### config.mk
export PLATFORM = sky130hd
export DESIGN_NAME = binary_div_13_7_seq
export DESIGN_NICKNAME = d
export VERILOG_FILES = /design/src/rtl/binary_div_13_7_seq_pkg.sv /design/src/rtl/binary_div_13_7_seq_div_restore_step.sv /design/src/rtl/binary_div_13_7_seq.sv
export SDC_FILE = /design/constraint.sdc
export NUM_CORES = 1
export LEC_CHECK = 0
export ABC_CLOCK_PERIOD_IN_PS = 2600
export BUFFER_PORTS_ARGS = -buffer_cell sky130_fd_sc_hd__buf_2
export CAP_MARGIN = 25
export CORE_MARGIN = 10
export CORE_UTILIZATION = 52
export DETAILED_ROUTE_END_ITERATION = 8
export GPL_ROUTABILITY_DRIVEN = 0
export PLACE_DENSITY = 0.82
export SLEW_MARGIN = 0
export SYNTH_ARGS = -nofsm -noshare
export SYNTH_HDL_FRONTEND = slang
export SYNTH_SLANG_ARGS = --single-unit
### constraint.sdc
create_clock -name clk -period 2.6 [get_ports clk]
set_clock_uncertainty 0.15 [all_clocks]
set_input_delay 0.26 -clock clk [delete_from_list [all_inputs] [get_ports clk]]
set_output_delay 0.26 -clock clk [all_outputs]
set_load 0.02 [all_outputs]
### src/rtl/binary_div_13_7_seq_pkg.sv
// rtl/binary_div_13_7_seq_pkg.sv - shared widths, FSM states and constants for the sequential signed divider
package binary_div_13_7_seq_pkg;

  localparam int DEF_DW = 13;
  localparam int DEF_VW = 7;

  // Iteration counter must hold the value DW itself.
  localparam int CNT_W = $clog2(DEF_DW + 1);

  // Quotient reported when the divisor is zero.
  localparam int DIV0_QUOT = 0;

  typedef enum logic [1:0] {
    IDLE = 2'd0,
    CALC = 2'd1,
    FIX  = 2'd2
  } state_t;

endpackage

### src/rtl/binary_div_13_7_seq_div_restore_step.sv
// rtl/binary_div_13_7_seq_div_restore_step.sv - one restoring-division iteration: shift, trial-subtract, select
module div_restore_step
  import binary_div_13_7_seq_pkg::*;
#(
  parameter int VW = DEF_VW
) (
  input  logic [VW-1:0] prem,
  input  logic          bit_in,
  input  logic [VW-1:0] dmag,
  output logic [VW-1:0] rem_nxt,
  output logic          qbit
);

  // prem < dmag <= 2^(VW-1), so the shifted value needs one extra bit,
  // while both the difference and the restored value fit back in VW bits.
  logic [VW:0]   shifted;
  logic [VW-1:0] diff;

  assign shifted = {prem, bit_in};
  assign qbit    = (shifted >= {1'b0, dmag});
  assign diff    = shifted[VW-1:0] - dmag;
  assign rem_nxt = qbit ? diff : shifted[VW-1:0];

endmodule

### src/rtl/binary_div_13_7_seq.sv
// rtl/binary_div_13_7_seq.sv - sequential signed divider, truncating quotient, start/busy/done handshake
module binary_div_13_7_seq
  import binary_div_13_7_seq_pkg::*;
#(
  parameter int DW = DEF_DW,
  parameter int VW = DEF_VW
) (
  input  logic          clk,
  input  logic          rst_n,
  input  logic          en,
  input  logic          start,
  input  logic [DW-1:0] dividend,
  input  logic [VW-1:0] divisor,
  output logic          busy,
  output logic          done,
  output logic [DW-1:0] quotient,
  output logic [VW-1:0] remainder,
  output logic          div_zero,
  output logic          ovf
);

  localparam int CW = $clog2(DW + 1);

  state_t        state, state_nxt;
  logic [CW-1:0] count;
  logic [DW-1:0] dvd;       // dividend magnitude, quotient bits shift in from the bottom
  logic [VW-1:0] dmag;
  logic [VW-1:0] prem;
  logic          q_neg, r_neg, dz;

  logic [DW-1:0] dvd_abs;
  logic [VW-1:0] dvs_abs;
  logic [VW-1:0] rem_nxt;
  logic          qbit;
  logic          take;
  logic [DW-1:0] q_signed;
  logic [VW-1:0] r_signed;

  // Magnitudes as unsigned: -2^(DW-1) negates to itself, which is the correct unsigned magnitude.
  assign dvd_abs  = dividend[DW-1] ? -dividend : dividend;
  assign dvs_abs  = divisor[VW-1] ? -divisor : divisor;
  assign take     = start && (state == IDLE) && !done;
  assign q_signed = q_neg ? -dvd : dvd;
  assign r_signed = r_neg ? -prem : prem;

  div_restore_step #(.VW(VW)) u_step (
    .prem    (prem),
    .bit_in  (dvd[DW-1]),
    .dmag    (dmag),
    .rem_nxt (rem_nxt),
    .qbit    (qbit)
  );

  // State register, frozen while en is low.
  always_ff @(posedge clk or negedge rst_n) begin
    if (!rst_n)  state <= IDLE;
    else if (en) state <= state_nxt;
  end

  // Next-state: zero divisor skips straight to FIX; CALC ends on the step that empties count.
  always_comb begin
    state_nxt = state;
    case (state)
      IDLE:    if (take) state_nxt = (divisor == '0) ? FIX : CALC;
      CALC:    if (count == CW'(1)) state_nxt = FIX;
      FIX:     state_nxt = IDLE;
      default: state_nxt = IDLE;
    endcase
  end

  // Datapath and result registers: capture on accept, iterate in CALC, sign-correct in FIX.
  always_ff @(posedge clk or negedge rst_n) begin
    if (!rst_n) begin
      count     <= '0;
      dvd       <= '0;
      dmag      <= '0;
      prem      <= '0;
      q_neg     <= 1'b0;
      r_neg     <= 1'b0;
      dz        <= 1'b0;
      busy      <= 1'b0;
      done      <= 1'b0;
      quotient  <= '0;
      remainder <= '0;
      div_zero  <= 1'b0;
      ovf       <= 1'b0;
    end else if (en) begin
      case (state)
        IDLE: begin
          done <= 1'b0;
          if (take) begin
            busy  <= 1'b1;
            dvd   <= dvd_abs;
            dmag  <= dvs_abs;
            prem  <= '0;
            count <= CW'(DW);
            q_neg <= dividend[DW-1] ^ divisor[VW-1];
            r_neg <= dividend[DW-1];
            dz    <= (divisor == '0);
          end
        end
        CALC: begin
          dvd   <= {dvd[DW-2:0], qbit};
          prem  <= rem_nxt;
          count <= count - CW'(1);
        end
        FIX: begin
          quotient  <= dz ? DW'(DIV0_QUOT) : q_signed;
          remainder <= dz ? '0 : r_signed;
          div_zero  <= dz;
          // A positive quotient with its top bit set can only be -2^(DW-1) / -1.
          ovf       <= !dz && !q_neg && dvd[DW-1];
          busy      <= 1'b0;
          done      <= 1'b1;
        end
        default: busy <= 1'b0;
      endcase
    end
  end

endmodule
==> results of run 1 <==
-- critical path, delay by kind of cell, from the launching register on --
family	cells	cell delay, ps
buf+inv	2	300
fa+ha+maj	2	620
flops	1	380
simple gates	1	170
compound gates	4	650
-- final timing paths --
check	slack [ps]	endpoint	startpoint	cells past startpoint
min in group asynchronous	370	dvd[8]	rst_n	2
setup / recovery	200	prem[5]	dvd[12]	9
hold reg to reg	320	remainder[1]	remainder[1]	2
max in group asynchronous	1250	quotient[6]	rst_n	3
setup reg to reg	200	prem[5]	dvd[12]	9
hold / removal	60	state[0]	en	2
-- kinds of logic (layout without fill, tap and decap cells) --
logic type,Yosys count,in the layout
and+or+nand+nor,146,146
AOI/OAI and AO/OA,99,99
DFF,60,60
buffers and inverters,38,94
xor gates and xnor gates,36,36
adders and majority gates,14,14
muxes,7,7
-- per-stage QoR --
| step | cell area (um^2) | hold WS (ps) | instances | power, mW |
|---|---|---|---|---|
| 5_1_grt | 4139 | 68.19 | 536 | 5.660 |
| 3_5_place_dp | 3908 | 218.4 | 519 | 4.255 |
| 2_1_floorplan | 3570 | -185.6 | 400 | 3.513 |
| 3_3_place_gp | 3908 | 211.8 | 519 | 4.117 |
| 6_report | 4139 | 59.93 | 536 | 5.210 |
| 4_1_cts | 4134 | 47.52 | 536 | 5.195 |
-- flip-flops by register name, indices dropped and copies added (netlist names) --
signal / count
busy: 1
count: 4
div_zero: 1
dmag: 7
done: 1
dvd: 13
dz: 1
ovf: 1
prem: 7
q_neg: 1
quotient: 13
r_neg: 1
remainder: 7
state: 2
-- placed cells by master (no fill, tap or decap), types with 9 or more instances in the layout --
cell	n
buf_2	47
dfrtp_1	60
nand2_1	74
clkbuf_8	9
buf_4	9
o31ai_1	22
xor2_1	20
inv_1	20
xnor2_1	16
o21ai_0	37
ha_1	13
nor2_1	30
-- repair_timing --
action,in CTS,in global routing
gates resized for setup,0,2
setup endpoints to repair,0,2
endpoints found under the hold margin,31,0
hold buffers,1,0
-- power by group through the flow --
stage               registers (mW)  clock network [mW]  logic, mW
floorplan                     1.76                   0       1.75
global placement              1.71                   0       2.41
detailed placement            1.74                   0       2.51
CTS                           1.72               0.934       2.54
global route                  1.79               0.970       2.90
finish                        1.73               0.918       2.56
-- area by class of cell --
class	count	area [um^2]	area share
Clock inverter	6	88.84	0.02146
Tap cell	80	100.1	0.02418
Sequential cell	60	1501	0.3628
Multi-Input combinational cell	302	1929	0.4661
Clock buffer	10	127.6	0.03083
Timing Repair Buffer	57	312.8	0.07557
Inverter	21	78.83	0.01904
-- metal layers --
| layer | wire length, um | part of all wire |
|---|---|---|
| met4 | 159 | 0.019 |
| met5 | 0 | 0 |
| met1 | 3837 | 0.46 |
| met2 | 3819 | 0.46 |
| met3 | 511 | 0.061 |
==> impl_metrics.py, run 1 <==
metrics = {
    "cells_and_area": {
        "utilization": 0.6160,
        "antennaDiodeCount": 0,
        "nFillCells": 556,
        "drive_gt1_frac": 0.1886,
        "finalNetCount": 489,
        "area_growth_pct": 15.95,
    },
    "clock_tree": {
        "cts_tree": "done",
        "post_cts_buffers": 0,
        "cts_root_buffer": "clkbuf_8",
        "h-tree-depth": 3,
        "clk_pin_slew_worst_paths_ps": 70,
        "cts_sinks": 60,
        "clockBufferDepth": 2,
        "cts_made_buffers": 9,
        "clkLatencyLatePin_ps": 350,
    },
    "yosys": {
        "synth_top_area_cell": "dfrtp_1",
        "yosys.area_share.simple": 0.1903,
        "avgSynthCellArea_um2": 8.924,
        "synth_top_family_by_area": "simple AND/OR/NAND/NOR gates",
        "synth_edf_count": 0,
        "synthMuxAreaShare": 0.01998,
        "synth_cells": 400,
        "synth_cell_type_count": 54,
        "synth_fa_ha_area_frac": 0.05117,
        "synthTopCellsByCount": "nand2_1 (74), dfrtp_1 (60), o21ai_0 (37)",
        "yosysWarnings": 0,
        "netlist_area_mm2": 0.003570,
        "synth-compound-area-share": 0.1893,
        "ys_ff_latch": 60,
        "synth_nets": 438,
        "synthXorXnorAreaFrac": 0.08833,
        "synth.area.top_cells": "dfrtp_1 (42%), nand2_1 (7.8%), o21ai_0 (5.2%)",
        "synth_most_common_cell": "nand2_1",
        "synthArstFlopShare": 1.000,
        "seq_area_frac_synth": 0.4206,
        "synth_top_area_share": 0.4206,
        "synthFlopType": "dfrtp_1",
    },
    "timing": {
        "slew_headroom": 0.4998,
        "worst_slew_pin_slew_ps": 750.3,
        "rsz0062_at_grt": "no",
        "timing.final.crit_share": 0.9246,
        "setup_violations": 0,
        "hold_violations": 0,
        "setup_ws_ps": 196.1,
        "slew_violations": 0,
        "tns_ps": 0,
        "finalCriticalPeriod_ps": 2404,
        "fmax_ghz": 0.4160,
    },
    "power": {
        "p_sw_frac": 0.4403,
        "p_int_mw": 2.916,
        "p_seq_frac": 0.333,
        "pwr-share-clk": 0.176,
        "peakVddDrop_uv": 546.7,
        "comb_power_share": 0.491,
        "p_per_area_mw_per_mm2": 1259,
        "power.leakage_nw": 1.912,
        "switching_power_mw": 2.294,
    },
    "grt": {
        "grt_antenna_before_repair": 0,
        "grt_util_all_layers": 0.1681,
        "grt_pass1_vias": 3014,
        "use_met2": 0.2625,
        "grtUsageMet1": 0.2158,
        "grt_max_degree": 34,
        "overflow": 0,
        "grt_pass1_wl_um": 14010,
        "busiest_layer": "met2",
        "met3_usage": 0.04759,
    },
    "min_path": {
        "hold_class": "input port to flip-flop",
    },
    "floorplanning": {
        "start_util": 0.5313,
        "dieWidth_um": 102.9,
        "rows": 30,
        "io_pins": 48,
        "die-height_um": 102.9,
        "core_mm2": 0.006719,
        "die-area_mm2": 0.01058,
    },
    "routing": {
        "vias": 3069,
        "drt_iter0_markers": 200,
        "first_pass_iters": 4,
        "drt-vias-per-instance": 5.726,
        "postRouteAntennaNets": 0,
        "drc": 0,
        "avgRoutedWirePerCell_um": 15.54,
        "wl_um": 8327,
    },
    "critical_path": {
        "path_max_fanout": 6,
        "critPathSlowestCell": "fa_1",
        "path_cells": "inv_1 > ha_1 > fa_1 > nand2b_1 > a21oi_2 > o221ai_1 > buf_4 > a211oi_1 > o31ai_1",
        "cp.required_ps": 2680,
        "cp-end-kind": "flip-flop",
        "timing_worst_setup_path_type": "flip-flop to flip-flop",
        "startpoint_type": "flip-flop",
        "arrival_ps": 2480,
        "slowest_delay_ps": 400,
    },
    "run_status": {
        "outcome": "completed",
    },
    "placed_design": {
        "numPortBuffers": 47,
        "dp_slack_ps": 163.2,
        "post-dp-hpwl_um": 6384,
    },
    "flow_run": {
        "drv_cap": 0,
    },
}
No activity file was read; power rests on OpenSTA's default activity.
==> inputs of run 2 (changes only) <==
--- a/config.mk
+++ b/config.mk
@@ -8,11 +8,13 @@
 export ABC_CLOCK_PERIOD_IN_PS = 2600
 export BUFFER_PORTS_ARGS = -buffer_cell sky130_fd_sc_hd__buf_2
 export CAP_MARGIN = 25
+export CELL_PAD_IN_SITES_DETAIL_PLACEMENT = 1
+export CELL_PAD_IN_SITES_GLOBAL_PLACEMENT = 1
 export CORE_MARGIN = 10
-export CORE_UTILIZATION = 52
+export CORE_UTILIZATION = 40
 export DETAILED_ROUTE_END_ITERATION = 8
 export GPL_ROUTABILITY_DRIVEN = 0
-export PLACE_DENSITY = 0.82
+export PLACE_DENSITY = 0.83
 export SLEW_MARGIN = 0
 export SYNTH_ARGS = -nofsm -noshare
 export SYNTH_HDL_FRONTEND = slang
==> impl_metrics.py, run 2 (same netlist as run 1, synthesis figures left out) <==
metrics = {
    "grt": {
        "grt_antenna_before_repair": 0,
        "overflow": 0,
        "grt_pass1_vias": 3300,
        "grt_util_all_layers": 0.1571,
        "grt_max_degree": 26,
        "grt_pass1_wl_um": 16620,
    },
    "timing": {
        "tns_ps": 0,
        "rsz0062_at_grt": "no",
        "worst_slew_pin_slew_ps": 543.0,
        "slew_violations": 0,
        "timing.final.crit_share": 0.9167,
        "setup_violations": 0,
        "fmax_ghz": 0.4196,
        "finalCriticalPeriod_ps": 2383,
        "hold_violations": 0,
        "slew_headroom": 0.6380,
    },
    "critical_path": {
        "cp.required_ps": 2680,
        "rrSetupSlack_ps": 220,
        "startpoint_type": "flip-flop",
        "r2r_end": "prem[6]",
        "critPathSlowestCell": "fa_1",
        "timing_worst_setup_path_type": "flip-flop to flip-flop",
        "arrival_ps": 2460,
        "r2r-start": "dvd[12]",
        "cp-end-kind": "flip-flop",
        "path_cells": "inv_1 > ha_1 > fa_1 > nand2b_1 > a21oi_2 > o221ai_1 > a2111oi_2 > o31ai_1",
        "path_max_fanout": 3,
        "slowest_delay_ps": 420,
        "reg2reg_depth": 8,
    },
    "clock_tree": {
        "cts_sinks": 60,
        "h-tree-depth": 3,
        "clkLatencyLatePin_ps": 350,
        "cts_made_buffers": 9,
        "clockBufferDepth": 2,
        "clk_pin_slew_worst_paths_ps": 70,
        "cts_tree": "done",
        "cts_root_buffer": "clkbuf_8",
        "post_cts_buffers": 0,
    },
    "cells_and_area": {
        "nFillCells": 1040,
        "final_common_cell": "nand2_1",
        "area_growth_pct": 18.61,
        "drive_gt1_frac": 0.1969,
        "largestRegisters": "dvd (13), quotient (13)",
        "mostFrequentLayoutCells": "nand2_1 (74), dfrtp_1 (60), buf_2 (47)",
        "antennaDiodeCount": 0,
        "finalNetCount": 490,
    },
    "floorplanning": {
        "io_pins": 48,
        "rows": 34,
        "die-height_um": 114.5,
        "dieWidth_um": 114.5,
        "core_mm2": 0.008721,
        "start_util": 0.4093,
        "die-area_mm2": 0.01310,
    },
    "routing": {
        "drt-vias-per-instance": 5.566,
        "drt_iter0_markers": 209,
        "vias": 3145,
        "postRouteAntennaNets": 0,
        "wl_um": 9857,
        "first_pass_iters": 4,
        "avgRoutedWirePerCell_um": 17.45,
        "drc": 0,
    },
    "placed_design": {
        "post-dp-hpwl_um": 7449,
        "numPortBuffers": 47,
    },
    "run_status": {
        "outcome": "completed",
    },
    "flow_run": {
        "drv_cap": 0,
    },
    "min_path": {
        "min-delay-start": "en",
        "hold_class": "input port to flip-flop",
        "worstHoldEndpoint": "state[0]",
        "hold-path-cell-count": 2,
    },
    "power": {
        "peakVddDrop_uv": 569.9,
        "power.leakage_nw": 1.946,
        "p_per_area_mw_per_mm2": 1309,
        "power_mw": 5.542,
    },
}
[run 2: cell types whose count changed in the layout (fill, tap and decap cells not counted)]
cell,delta
buf_4,+1
clkbuf_8,+2
bufinv_16,+1
o311ai_0,-1
a2111oi_2,+1
clkinv_2,-1
a211oi_2,+1
a2111oi_1,-1
a211oi_1,-1
o311ai_1,+1
clkbuf_1,-1
clkinvlp_4,-2
clkinv_4,+1
[run 2: worst max path at each step]
stage / startpoint / end / slack [ps] / cells past startpoint
detailed placement: dvd[12] / prem[6] / 20 / 8
global route: dvd[12] / prem[6] / 30 / 8
global placement: dvd[12] / prem[6] / 230 / 8
finish: dvd[12] / prem[6] / 220 / 8
CTS: dvd[12] / prem[6] / 20 / 8
floorplan: dvd[12] / prem[6] / 130 / 8
[run 2: what timing repair did]
| item | in CTS | in global routing |
|---|---|---|
| setup endpoints to repair | 0 | 4 |
| resized for setup | 0 | 5 |
| hold buffers | 1 | 0 |
| endpoints found under the hold margin | 23 | 0 |
[run 2: layout make-up]
| class | count | area (um^2) | area share |
|---|---|---|---|
| Inverter | 21 | 78.83 | 0.01862 |
| Sequential cell | 60 | 1501 | 0.3546 |
| Multi-Input combinational cell | 302 | 1939 | 0.4580 |
| Timing Repair Buffer | 58 | 320.3 | 0.07565 |
| Clock inverter | 5 | 107.6 | 0.02541 |
| Tap cell | 108 | 135.1 | 0.03191 |
| Clock buffer | 11 | 151.4 | 0.03576 |
[run 2: report_power, final]
group          leakage, nW  internal [mW]  total (mW)  switching, mW
sequential           0.758           1.31        1.77          0.457
combinational         1.06           1.09        2.69           1.60
clock                0.130          0.692        1.08          0.387
total                 1.95           3.10        5.54           2.44
[run 2: per-layer routing]
layer	part of all wire	wire length [um]	track usage	up-vias
li1	-	-	-	1510
met1	0.44	4315	0.1973	1530
met2	0.48	4689	0.2537	87
met3	0.065	643	0.03983	18
met4	0.021	209	0.05848	0
met5	0	0	0	-
[run 2: stage by stage]
step	instances	area (um^2)	util	worst slack, ps	hold WS [ps]
after floorplan	400	3570	-	129.7	-185.6
after global placement	548	3950	0.4529	228.3	129.8
after detailed placement	548	3950	0.4529	20.17	126.2
after CTS	565	4219	0.4838	15.17	42.99
after global routing	565	4234	0.4855	33.80	66.06
final	565	4234	0.4855	216.5	47.03
[run 2: critical path, delay by kind of cell, from the launching register on]
| family | cells | cell delay [ps] |
|---|---|---|
| buf+inv | 1 | 100 |
| fa+ha+maj | 2 | 640 |
| simple gates | 1 | 170 |
| compound gates | 4 | 840 |
| flops | 1 | 370 |
